**src/rtl/mem_lsu_if.sv**
```systemverilog
// Bundle between the memory-stage LSU, the pipeline that feeds it and the
// byte-wide RAM port. The slave modport is the LSU side, the master modport is its environment.
interface mem_lsu_if #(
    parameter int ADDR_W = 32
);
    logic              in_valid_i;
    logic              ready_o;
    logic [3:0]        memop_i;
    logic [ADDR_W-1:0] addr_i;
    logic [31:0]       sdata_i;
    logic [4:0]        wd_i;
    logic              wreg_i;
    logic [31:0]       wdata_i;
    logic              out_valid_o;
    logic [4:0]        wd_o;
    logic              wreg_o;
    logic [31:0]       wdata_o;
    logic [ADDR_W-1:0] mem_a_o;
    logic              mem_wr_o;
    logic [7:0]        mem_dout_o;
    logic [7:0]        mem_din_i;

    modport master (
        output in_valid_i, memop_i, addr_i, sdata_i, wd_i, wreg_i, wdata_i, mem_din_i,
        input  ready_o, out_valid_o, wd_o, wreg_o, wdata_o, mem_a_o, mem_wr_o, mem_dout_o
    );

    modport slave (
        input  in_valid_i, memop_i, addr_i, sdata_i, wd_i, wreg_i, wdata_i, mem_din_i,
        output ready_o, out_valid_o, wd_o, wreg_o, wdata_o, mem_a_o, mem_wr_o, mem_dout_o
    );
endinterface

```
**src/rtl/mem_lsu.sv**
```systemverilog
// Memory-stage load/store unit: moves 1/2/4 bytes little-endian over an 8-bit
// RAM port and returns the write-back triple with a one-cycle valid pulse.
module mem_lsu #(
    parameter int ADDR_W  = 32,
    parameter int MEM_LAT = 1
) (
    input logic         clk,
    input logic         rst,
    mem_lsu_if.slave    bus
);
    localparam logic [1:0] ST_IDLE  = 2'd0;
    localparam logic [1:0] ST_ISSUE = 2'd1;
    localparam logic [1:0] ST_DRAIN = 2'd2;

    localparam logic [3:0] OP_LB  = 4'd1;
    localparam logic [3:0] OP_LH  = 4'd2;
    localparam logic [3:0] OP_LBU = 4'd4;
    localparam logic [3:0] OP_LHU = 4'd5;
    localparam logic [3:0] OP_SB  = 4'd6;
    localparam logic [3:0] OP_SH  = 4'd7;
    localparam logic [3:0] OP_SW  = 4'd8;

    localparam logic [15:0] LAT = 16'(MEM_LAT);

    logic [1:0]        state;
    logic [3:0]        op_q;
    logic [ADDR_W-1:0] addr_q;
    logic [31:0]       sdata_q;
    logic [4:0]        wd_q;
    logic              wreg_q;
    logic [1:0]        byte_k;
    logic [15:0]       cyc;
    logic [31:0]       ld_buf;

    logic              out_valid_r;
    logic [4:0]        wd_r;
    logic              wreg_r;
    logic [31:0]       wdata_r;
    logic [ADDR_W-1:0] mem_a_r;
    logic              mem_wr_r;
    logic [7:0]        mem_dout_r;

    logic [2:0]        nbytes;
    logic              is_store;
    logic              req_mem;
    logic [1:0]        next_k;
    logic              last_issue;
    logic [15:0]       lat_idx;
    logic              sample_now;
    logic              last_sample;
    logic [31:0]       ld_next;
    logic [31:0]       ld_ext;

    always_comb begin
        nbytes = 3'd4;
        case (op_q)
            OP_LB, OP_LBU, OP_SB: nbytes = 3'd1;
            OP_LH, OP_LHU, OP_SH: nbytes = 3'd2;
            default:              nbytes = 3'd4;
        endcase
    end

    assign is_store   = (op_q >= OP_SB) && (op_q <= OP_SW);
    assign req_mem    = (bus.memop_i >= OP_LB) && (bus.memop_i <= OP_SW);
    assign next_k     = byte_k + 2'd1;
    assign last_issue = ({1'b0, byte_k} == (nbytes - 3'd1));

    // cyc counts cycles since acceptance; the byte addressed in cycle j arrives in cycle j+MEM_LAT
    assign lat_idx     = cyc - LAT;
    assign sample_now  = (state != ST_IDLE) && !is_store && (cyc >= LAT) &&
                         (lat_idx < {13'd0, nbytes});
    assign last_sample = sample_now && (lat_idx == ({13'd0, nbytes} - 16'd1));

    always_comb begin
        ld_next = ld_buf;
        if (sample_now)
            ld_next[{lat_idx[1:0], 3'b000} +: 8] = bus.mem_din_i;
    end

    always_comb begin
        ld_ext = ld_next;
        case (op_q)
            OP_LB:   ld_ext = {{24{ld_next[7]}}, ld_next[7:0]};
            OP_LH:   ld_ext = {{16{ld_next[15]}}, ld_next[15:0]};
            OP_LBU:  ld_ext = {24'd0, ld_next[7:0]};
            OP_LHU:  ld_ext = {16'd0, ld_next[15:0]};
            default: ld_ext = ld_next;
        endcase
    end

    always_ff @(posedge clk) begin
        if (rst) begin
            state       <= ST_IDLE;
            op_q        <= '0;
            addr_q      <= '0;
            sdata_q     <= '0;
            wd_q        <= '0;
            wreg_q      <= 1'b0;
            byte_k      <= '0;
            cyc         <= '0;
            ld_buf      <= '0;
            out_valid_r <= 1'b0;
            wd_r        <= '0;
            wreg_r      <= 1'b0;
            wdata_r     <= '0;
            mem_a_r     <= '0;
            mem_wr_r    <= 1'b0;
            mem_dout_r  <= '0;
        end else begin
            out_valid_r <= 1'b0;
            case (state)
                ST_IDLE: begin
                    if (bus.in_valid_i) begin
                        op_q    <= bus.memop_i;
                        addr_q  <= bus.addr_i;
                        sdata_q <= bus.sdata_i;
                        wd_q    <= bus.wd_i;
                        wreg_q  <= bus.wreg_i;
                        byte_k  <= '0;
                        cyc     <= '0;
                        ld_buf  <= '0;
                        if (req_mem) begin
                            state      <= ST_ISSUE;
                            mem_a_r    <= bus.addr_i;
                            mem_wr_r   <= (bus.memop_i >= OP_SB);
                            mem_dout_r <= bus.sdata_i[7:0];
                        end else begin
                            out_valid_r <= 1'b1;
                            wd_r        <= bus.wd_i;
                            wreg_r      <= bus.wreg_i;
                            wdata_r     <= bus.wdata_i;
                        end
                    end
                end
                ST_ISSUE: begin
                    cyc    <= cyc + 16'd1;
                    ld_buf <= ld_next;
                    if (last_issue) begin
                        mem_a_r    <= '0;
                        mem_wr_r   <= 1'b0;
                        mem_dout_r <= '0;
                        if (is_store) begin
                            state       <= ST_IDLE;
                            out_valid_r <= 1'b1;
                            wd_r        <= wd_q;
                            wreg_r      <= 1'b0;
                            wdata_r     <= '0;
                        end else begin
                            state <= ST_DRAIN;
                        end
                    end else begin
                        byte_k     <= next_k;
                        mem_a_r    <= addr_q + ADDR_W'(next_k);
                        mem_dout_r <= sdata_q[{next_k, 3'b000} +: 8];
                    end
                end
                ST_DRAIN: begin
                    cyc    <= cyc + 16'd1;
                    ld_buf <= ld_next;
                    if (last_sample) begin
                        state       <= ST_IDLE;
                        out_valid_r <= 1'b1;
                        wd_r        <= wd_q;
                        wreg_r      <= wreg_q;
                        wdata_r     <= ld_ext;
                    end
                end
                default: state <= ST_IDLE;
            endcase
        end
    end

    assign bus.ready_o     = (state == ST_IDLE) && !rst;
    assign bus.out_valid_o = out_valid_r;
    assign bus.wd_o        = wd_r;
    assign bus.wreg_o      = wreg_r;
    assign bus.wdata_o     = wdata_r;
    assign bus.mem_a_o     = mem_a_r;
    assign bus.mem_wr_o    = mem_wr_r;
    assign bus.mem_dout_o  = mem_dout_r;
endmodule

```
**src/flat_wrapper.sv**
```systemverilog
// flat-port wrapper written by rule: the top's interface ports become plain ports
module mem_lsu_flat 
#(
    parameter int ADDR_W  = 32,
    parameter int MEM_LAT = 1
)
  (clk, rst, bus_in_valid_i, bus_memop_i, bus_addr_i, bus_sdata_i, bus_wd_i, bus_wreg_i, bus_wdata_i, bus_mem_din_i, bus_ready_o, bus_out_valid_o, bus_wd_o, bus_wreg_o, bus_wdata_o, bus_mem_a_o, bus_mem_wr_o, bus_mem_dout_o);
  mem_lsu_if #(.ADDR_W(ADDR_W)) bus_i ();
  input logic clk;
  input logic rst;
  input wire logic [$bits(bus_i.in_valid_i)-1:0] bus_in_valid_i;
  input wire logic [$bits(bus_i.memop_i)-1:0] bus_memop_i;
  input wire logic [$bits(bus_i.addr_i)-1:0] bus_addr_i;
  input wire logic [$bits(bus_i.sdata_i)-1:0] bus_sdata_i;
  input wire logic [$bits(bus_i.wd_i)-1:0] bus_wd_i;
  input wire logic [$bits(bus_i.wreg_i)-1:0] bus_wreg_i;
  input wire logic [$bits(bus_i.wdata_i)-1:0] bus_wdata_i;
  input wire logic [$bits(bus_i.mem_din_i)-1:0] bus_mem_din_i;
  output wire logic [$bits(bus_i.ready_o)-1:0] bus_ready_o;
  output wire logic [$bits(bus_i.out_valid_o)-1:0] bus_out_valid_o;
  output wire logic [$bits(bus_i.wd_o)-1:0] bus_wd_o;
  output wire logic [$bits(bus_i.wreg_o)-1:0] bus_wreg_o;
  output wire logic [$bits(bus_i.wdata_o)-1:0] bus_wdata_o;
  output wire logic [$bits(bus_i.mem_a_o)-1:0] bus_mem_a_o;
  output wire logic [$bits(bus_i.mem_wr_o)-1:0] bus_mem_wr_o;
  output wire logic [$bits(bus_i.mem_dout_o)-1:0] bus_mem_dout_o;
  assign bus_i.in_valid_i = bus_in_valid_i;
  assign bus_i.memop_i = bus_memop_i;
  assign bus_i.addr_i = bus_addr_i;
  assign bus_i.sdata_i = bus_sdata_i;
  assign bus_i.wd_i = bus_wd_i;
  assign bus_i.wreg_i = bus_wreg_i;
  assign bus_i.wdata_i = bus_wdata_i;
  assign bus_i.mem_din_i = bus_mem_din_i;
  assign bus_ready_o = bus_i.ready_o;
  assign bus_out_valid_o = bus_i.out_valid_o;
  assign bus_wd_o = bus_i.wd_o;
  assign bus_wreg_o = bus_i.wreg_o;
  assign bus_wdata_o = bus_i.wdata_o;
  assign bus_mem_a_o = bus_i.mem_a_o;
  assign bus_mem_wr_o = bus_i.mem_wr_o;
  assign bus_mem_dout_o = bus_i.mem_dout_o;
  mem_lsu #(.ADDR_W(ADDR_W), .MEM_LAT(MEM_LAT)) u_core (.clk(clk), .rst(rst), .bus(bus_i));
endmodule
```
**config.mk**
```make
export PLATFORM = sky130hd
export DESIGN_NAME = mem_lsu_flat
export DESIGN_NICKNAME = d
export VERILOG_FILES = /design/src/rtl/mem_lsu_if.sv /design/src/rtl/mem_lsu.sv /design/src/flat_wrapper.sv
export SDC_FILE = /design/constraint.sdc
export NUM_CORES = 1
export LEC_CHECK = 0
export CAP_MARGIN = 20
export CORE_ASPECT_RATIO = 0.5
export CORE_UTILIZATION = 48
export DETAILED_ROUTE_END_ITERATION = 10
export HOLD_SLACK_MARGIN = 0.06
export PLACE_DENSITY = 0.75
export SLEW_MARGIN = 5
export SYNTH_ARGS = -nofsm -noshare
export SYNTH_HDL_FRONTEND = slang
export SYNTH_SLANG_ARGS = --single-unit
```
**constraint.sdc**
```tcl
create_clock -name clk -period 4.1 [get_ports clk]
set_input_delay 0.41 -clock clk [delete_from_list [all_inputs] [get_ports clk]]
set_output_delay 0.41 -clock clk [all_outputs]
set_load 0.05 [all_outputs]
```
* After elaboration in Yosys (flattened, before gate mapping)
Index checks and enable logic that the tools add are counted.
Widths: inputs -> output; s select.
** Operators by class
- Add/subtract/negate cells :: 7
- Order comparisons :: 7
- Eq/ne operators :: 17
- Shifts and indexed selects :: 3
- Multiplexer cells :: 53
- Reductions and logical operators :: 24
** Operators with widths (number)
- $mux 32 :: 10
- $pmux 32 s2 :: 2
- $pmux 32 s4 :: 1
- $pmux 32 s3 :: 1
- $add 32x2->32 :: 1
- $bwmux 32 :: 1
- $pmux 16 s2 :: 1
- $shift 8x7->32 const A :: 1
- $shiftx 32x6->8 :: 1
- $shiftx 8x7->32 :: 1
- $mux 5 :: 5
- $mux 8 :: 3
- $add 16x1->16 const B :: 1
- $eq 16x16->1 :: 1
- $eq 4x3->1 const B :: 4
- $ge 16x1->1 const B :: 1
- $lt 16x3->1 :: 1
- $mux 16 :: 1
- $pmux 8 s2 :: 1
- $sub 16x1->16 const B :: 1
- $pmux 5 s3 :: 1
- $mux 2 :: 7
- $mux 1 :: 13
- $ge 4x3->1 const B :: 2
- 29 further kinds :: 49
** Storage, ports and cells
- Register bits after elaboration :: 206
- Input port bits :: 117
- Output and inout port bits :: 81
- Logic and storage cells :: 127

* Depth between registers and ports, before layout
- Word-level depth :: 10
- Depth in mapped cells :: 19
- Depth with buffers taken out :: 15

* Least setup slack after synthesis
No wires, ideal clock.
- Path type :: register to register
- From :: register u_core.cyc[0]
- To :: register u_core.wdata_r[21] (netlist: u_core.bus.wdata_o[21])
- Setup time :: 0.067 ns
- Data arrival time :: 3.952 ns
- Data required time :: 4.033 ns
- Setup slack :: 0.081 ns
- Stages on the path, launching flop included :: 18
- Path buffers :: 5
- Clock period less this slack :: 4.019 ns
- Cell sequence :: dfxtp_1 -> buf_1 -> inv_1 -> clkbuf_1 -> ha_1 -> buf_2 -> xor2_1 -> ha_1 -> or4_1 -> nor4b_1 -> nand4_1 -> a211oi_2 -> and4_1 -> buf_4 -> mux2_4 -> o311a_4 -> buf_6 -> a21oi_2
** Between the ends
- Cells in the longest elaborated chain, start to end :: 8
- Elaborated cells on any way between the ends :: 17
- Those cells by class :: 2 x add/sub; 2 x order compare; 2 x eq/ne; 2 x shift; 5 x mux; 4 x reduce/logical
** RTL lines
- start, declared :: RTL line mem_lsu.sv:32 : logic [15:0] cyc;
- start signal, assigned :: RTL line mem_lsu.sv:136 : cyc <= cyc + 16'd1;
- start signal, assigned :: RTL line mem_lsu.sv:158 : cyc <= cyc + 16'd1;
- $sub 16x1->16 :: RTL line mem_lsu.sv:69 : assign lat_idx = cyc - LAT;
- $neg 5->7 :: RTL line mem_lsu.sv:77 : ld_next[{lat_idx[1:0], 3'b000} +: 8] = bus.mem_din_i;
- $shiftx 8x7->32 / $shift 8x7->32 (equally long branches) :: RTL line mem_lsu.sv:77
- $bwmux 32 :: RTL line mem_lsu.sv:77
- $mux 32 :: RTL line mem_lsu.sv:76 : if (sample_now)
- $pmux 32 s4 :: RTL line mem_lsu.sv:82 : case (op_q)
- $mux 32 :: RTL line mem_lsu.sv:160 : if (last_sample) begin
- $pmux 32 s3 :: RTL line mem_lsu.sv:111 : case (state)
- end signal, assigned :: RTL line mem_lsu.sv:131 : wdata_r <= bus.wdata_i;
- end signal, assigned :: RTL line mem_lsu.sv:165 : wdata_r <= ld_ext;
- end, declared :: RTL line mem_lsu.sv:38 : logic [31:0] wdata_r;
Parallel ways exist; a longest one is shown, timed or not. The select of a mux whose other input is x is not followed.
A chain may end at the register's enable or synchronous reset.

* Worst setup path in the final report
- From :: register u_core.op_q[0]
- To :: register u_core.wdata_r[1] (netlist: u_core.bus.wdata_o[1])
** Between the ends
- Cells in the longest elaborated chain, start to end :: 10
- Elaborated cells on any way between the ends :: 30
- Those cells by class :: 2 x add/sub; 3 x order compare; 11 x eq/ne; 5 x mux; 9 x reduce/logical
** RTL lines
- start, declared :: RTL line mem_lsu.sv:26 : logic [3:0] op_q;
- start signal, assigned :: RTL line mem_lsu.sv:114 : op_q <= bus.memop_i;
- parallel branches: the longest is 10 deep, another holds $lt 16x3->1
Parallel ways; which one is timed is not known. The select of a mux whose other input is x is not followed.

==> impl_metrics.json <==
{
  "timing.rr.end": "u_core.bus.wdata_o[1]",
  "worst_setup_path_end_kind": "register",
  "fp-row-count": 38,
  "crit_fanout": 17,
  "r2r-start": "u_core.op_q[0]",
  "cts.sink_count": 206,
  "nNetsFinal": 1613,
  "required_ns": 4.50,
  "p_leak_nw": 5.118,
  "final-max-slew-violation-count": 0,
  "drt_iter0_drc": 852,
  "p_int_mw": 3.895,
  "setup-violations-final": 0,
  "fmax_mhz": 266.4,
  "final_common_cell": "nand2_1",
  "die_h_um": 108.1,
  "skew_ns": 0.009155,
  "vias": 10538,
  "areaGrowthSynthToFinish_pct": 26.13,
  "core_mm2": 0.02187,
  "final_cell_mix": "nand2_1 (209), dfxtp_1 (205), clkdlybuf4s50_1 (196)",
  "slowest_stage": "or4_1",
  "synth-edff-count": 0,
  "worst_pin_slew_ns": 1.063,
  "fin_crit_ns": 3.754,
  "drt_pre_antenna_iters": 5,
  "ir_drop_uv": 270.1,
  "grt_pass1_vias": 9949,
  "synthArstFlopShare": 0,
  "ant_nets": 0,
  "fin_ws_ns": 0.3464,
  "crit_path_start_kind": "register",
  "grt_max_degree": 70,
  "fin_setup_tns_ns": 0,
  "antenna_cells": 0,
  "whs_ns": 0.3356,
  "worstPathCellList": "nor2_1 -> nand2_1 -> nand2_1 -> nand2_1 -> ha_1 -> inv_1 -> ha_1 -> or4_1 -> nor4b_2 -> nand4_1 -> a211oi_4 -> and4_1 -> buf_4 -> and3_1 -> o21ai_1 -> a311oi_1",
  "min_period_over_period": 0.9155,
  "synthFlopType": "dfxtp_1",
  "endpoint": "u_core.bus.wdata_o[1]",
  "numCtsBuffers": 20,
  "p_sw_frac": 0.3445,
  "cp_common_cell": "nand2_1",
  "crit_path_max_incr_delay_ns": 0.43,
  "clkPwrFrac": 0.316,
  "utilization": 0.6230,
  "routed_wl_um": 31400,
  "maxCapViolations": 0,
  "path_clk_slew_ns": 0.07,
  "slew_headroom": 0.2861,
  "seq_area_frac_synth": 0.3817,
  "gp_congestion": 0.8734,
  "start_util": 0.4939,
  "track_usage": 0.2640,
  "ys_ff_latch": 206,
  "r2r_cells": 16,
  "status": "completed",
  "synth.distinct_cells": 65,
  "h-tree-depth": 1,
  "yosysWarnings": 0,
  "setup.worst_path.class": "register to register",
  "grt.overflow.total": 0,
  "finalHoldViolCount": 0,
  "synth.cell_area_mm2": 0.01080,
  "cts_root_buf": "clkbuf_16",
  "seqPwrFrac": 0.386,
  "cts_tree": "done",
  "grt_pass1_wl_um": 50530,
  "syn_area_per_cell_um2": 8.050,
  "place_ws_ns": 0.1605,
  "fillers": 1916,
  "drt-vias-per-instance": 5.887,
  "post_drt_wl_per_cell_um": 17.54,
  "rsz0062_at_grt": "no",
  "power.total_mw": 5.943,
  "cts_buffer_depth": 3,
  "worstSetupStartpoint": "u_core.op_q[0]",
  "antenna_found_initial": 0,
  "synth_nets": 1476,
  "p_switching_mw": 2.047,
  "hold_class": "input pin to register",
  "drc": 0,
  "die_width_um": 214.2,
  "insertion_delay_ns": 0.50,
  "dieArea_mm2": 0.02315,
  "reg2reg_slack_ns": 0.35,
  "powerDensity_mw_per_mm2": 436.2,
  "place.detailed.hpwl_um": 21750,
  "synth_cells": 1342,
  "pin_count": 198,
  "seqCellArea_mm2": 0.004125,
  "cp.arrival_ns": 4.15,
  "io_buffer_count": 197,
  "pwr-share-comb": 0.299,
  "multi_input_area_mm2": 0.006216,
  "layout-drive-gt1-share": 0.07181
}
==> sequential cells by signal, summed over array words and instances (netlist names) <==
name and count:
u_core.byte_k 2, u_core.wreg_q 1, u_core.sdata_q 32, u_core.bus.wdata_o 32, u_core.op_q 4, u_core.bus.wreg_o 1
u_core.cyc 16, u_core.state 2, u_core.addr_q 32, u_core.bus.wd_o 5, u_core.ld_buf 32, u_core.bus.mem_dout_o 8
u_core.bus.out_valid_o 1, u_core.wd_q 5, u_core.bus.mem_a_o 32, u_core.bus.mem_wr_o 1
==> cells by family (layout without fill, tap and decap cells) <==
family / Yosys count / count (layout) / synth area share
AOI/OAI and AO/OA: 350 / 350 / 0.2231
xor gates and xnor gates: 47 / 47 / 0.03811
adders and majority gates: 17 / 17 / 0.02038
buffers and inverters: 125 / 273 / 0.04957
DFF: 206 / 206 / 0.3817
muxes: 44 / 44 / 0.05073
and+or+nand+nor: 553 / 553 / 0.2364
==> layout make-up <==
cell class,instances,share of cell area
tap,300,0.02755
sequential,206,0.3028
clock inverter,4,0.003765
clock buffer,29,0.04444
timing repair buffer,224,0.1609
inverter,16,0.004408
multi-input combinational,1011,0.4562
==> power by group through the flow <==
stage	Combinational (mW)	Clock, mW	Sequential, mW
5_1_grt	1.90	1.99	2.31
6_report	1.77	1.88	2.29
3_3_place_gp	1.73	0	2.33
4_1_cts	1.77	1.90	2.29
2_1_floorplan	0.813	0	2.70
3_5_place_dp	1.76	0	2.34
==> cells in the mapped netlist, types with 5 or more instances <==
cell      instances  area [µm²]
clkbuf_1         77       289.0
xor2_1           21       183.9
mux4_2            8       180.2
and3_1           28       175.2
buf_6             5       56.30
nor2b_1          32       200.2
and2_1            5       31.28
o22ai_1           8       50.05
a21oi_1         102       510.5
nand4_1          17       106.4
and4_1            5       43.79
a41oi_1          16       140.1
buf_2            11       55.05
a211oi_1         15       112.6
ha_1             16       200.2
xnor2_1          26       227.7
nor2_1          146       548.0
or3_1             5       31.28
a21o_1           24       180.2
o21ai_0          23       115.1
o21a_1           10       75.07
a221oi_1         30       262.8
dfxtp_1         206        4124
inv_1            14       52.55
nor3_1           46       230.2
a31oi_1          27       168.9
a21oi_2          10       87.58
a311oi_1         11       96.34
mux2i_1          33       330.3
nand3_1          27       135.1
o221ai_1         16       140.1
nand2_1         210       788.3
o21ai_1          10       50.05
a22oi_1          35       262.8
buf_1            12       45.04
==> metal layers <==
metal | track usage | up-vias | share of wire
met5 | 0 | - | 0
met4 | 0.07908 | 0 | 0.024
met3 | 0.05035 | 60 | 0.066
met2 | 0.4666 | 348 | 0.48
met1 | 0.3294 | 5049 | 0.43
li1 | - | 5081 | -
==> critical path, delay by kind of cell (launching register included) <==
family,cells,cell delay (ns)
AO/OA/AOI/OAI,3,0.72
adder cells (fa/ha/maj),2,0.37
buffers and inverters,2,0.30
flip-flops,1,0.42
AND/OR/NAND/NOR,9,1.82
==> how the worst min path moves through the flow <==
stage / slack [ns] / cells past startpoint / start / end
after global routing: 0.36 / 2 / rst / u_core.ld_buf[0]
after CTS: 0.34 / 2 / rst / u_core.ld_buf[0]
after floorplan: 0.43 / 2 / u_core.sdata_q[24] / u_core.sdata_q[24]
final: 0.34 / 2 / rst / u_core.ld_buf[0]
after global placement: 0.44 / 2 / u_core.sdata_q[3] / u_core.sdata_q[3]
after detailed placement: 0.45 / 2 / u_core.sdata_q[24] / u_core.sdata_q[24]
==> timing repair <==
| item | 4_1_cts | 5_1_grt |
|---|---|---|
| hold endpoints to repair | 0 | 0 |
| setup buffers | 0 | 1 |
| endpoints found under the setup margin | 0 | 61 |
| hold buffers | 0 | 0 |
| resized for setup | 0 | 8 |
==> stage by stage <==
step,area (µm²),std cells
after floorplan,10800,1342
after global placement,12910,1755
after detailed placement,12920,1756
after CTS,13580,1789
after global routing,13630,1790
final,13630,1790
(Power assumes the default switching activity.)
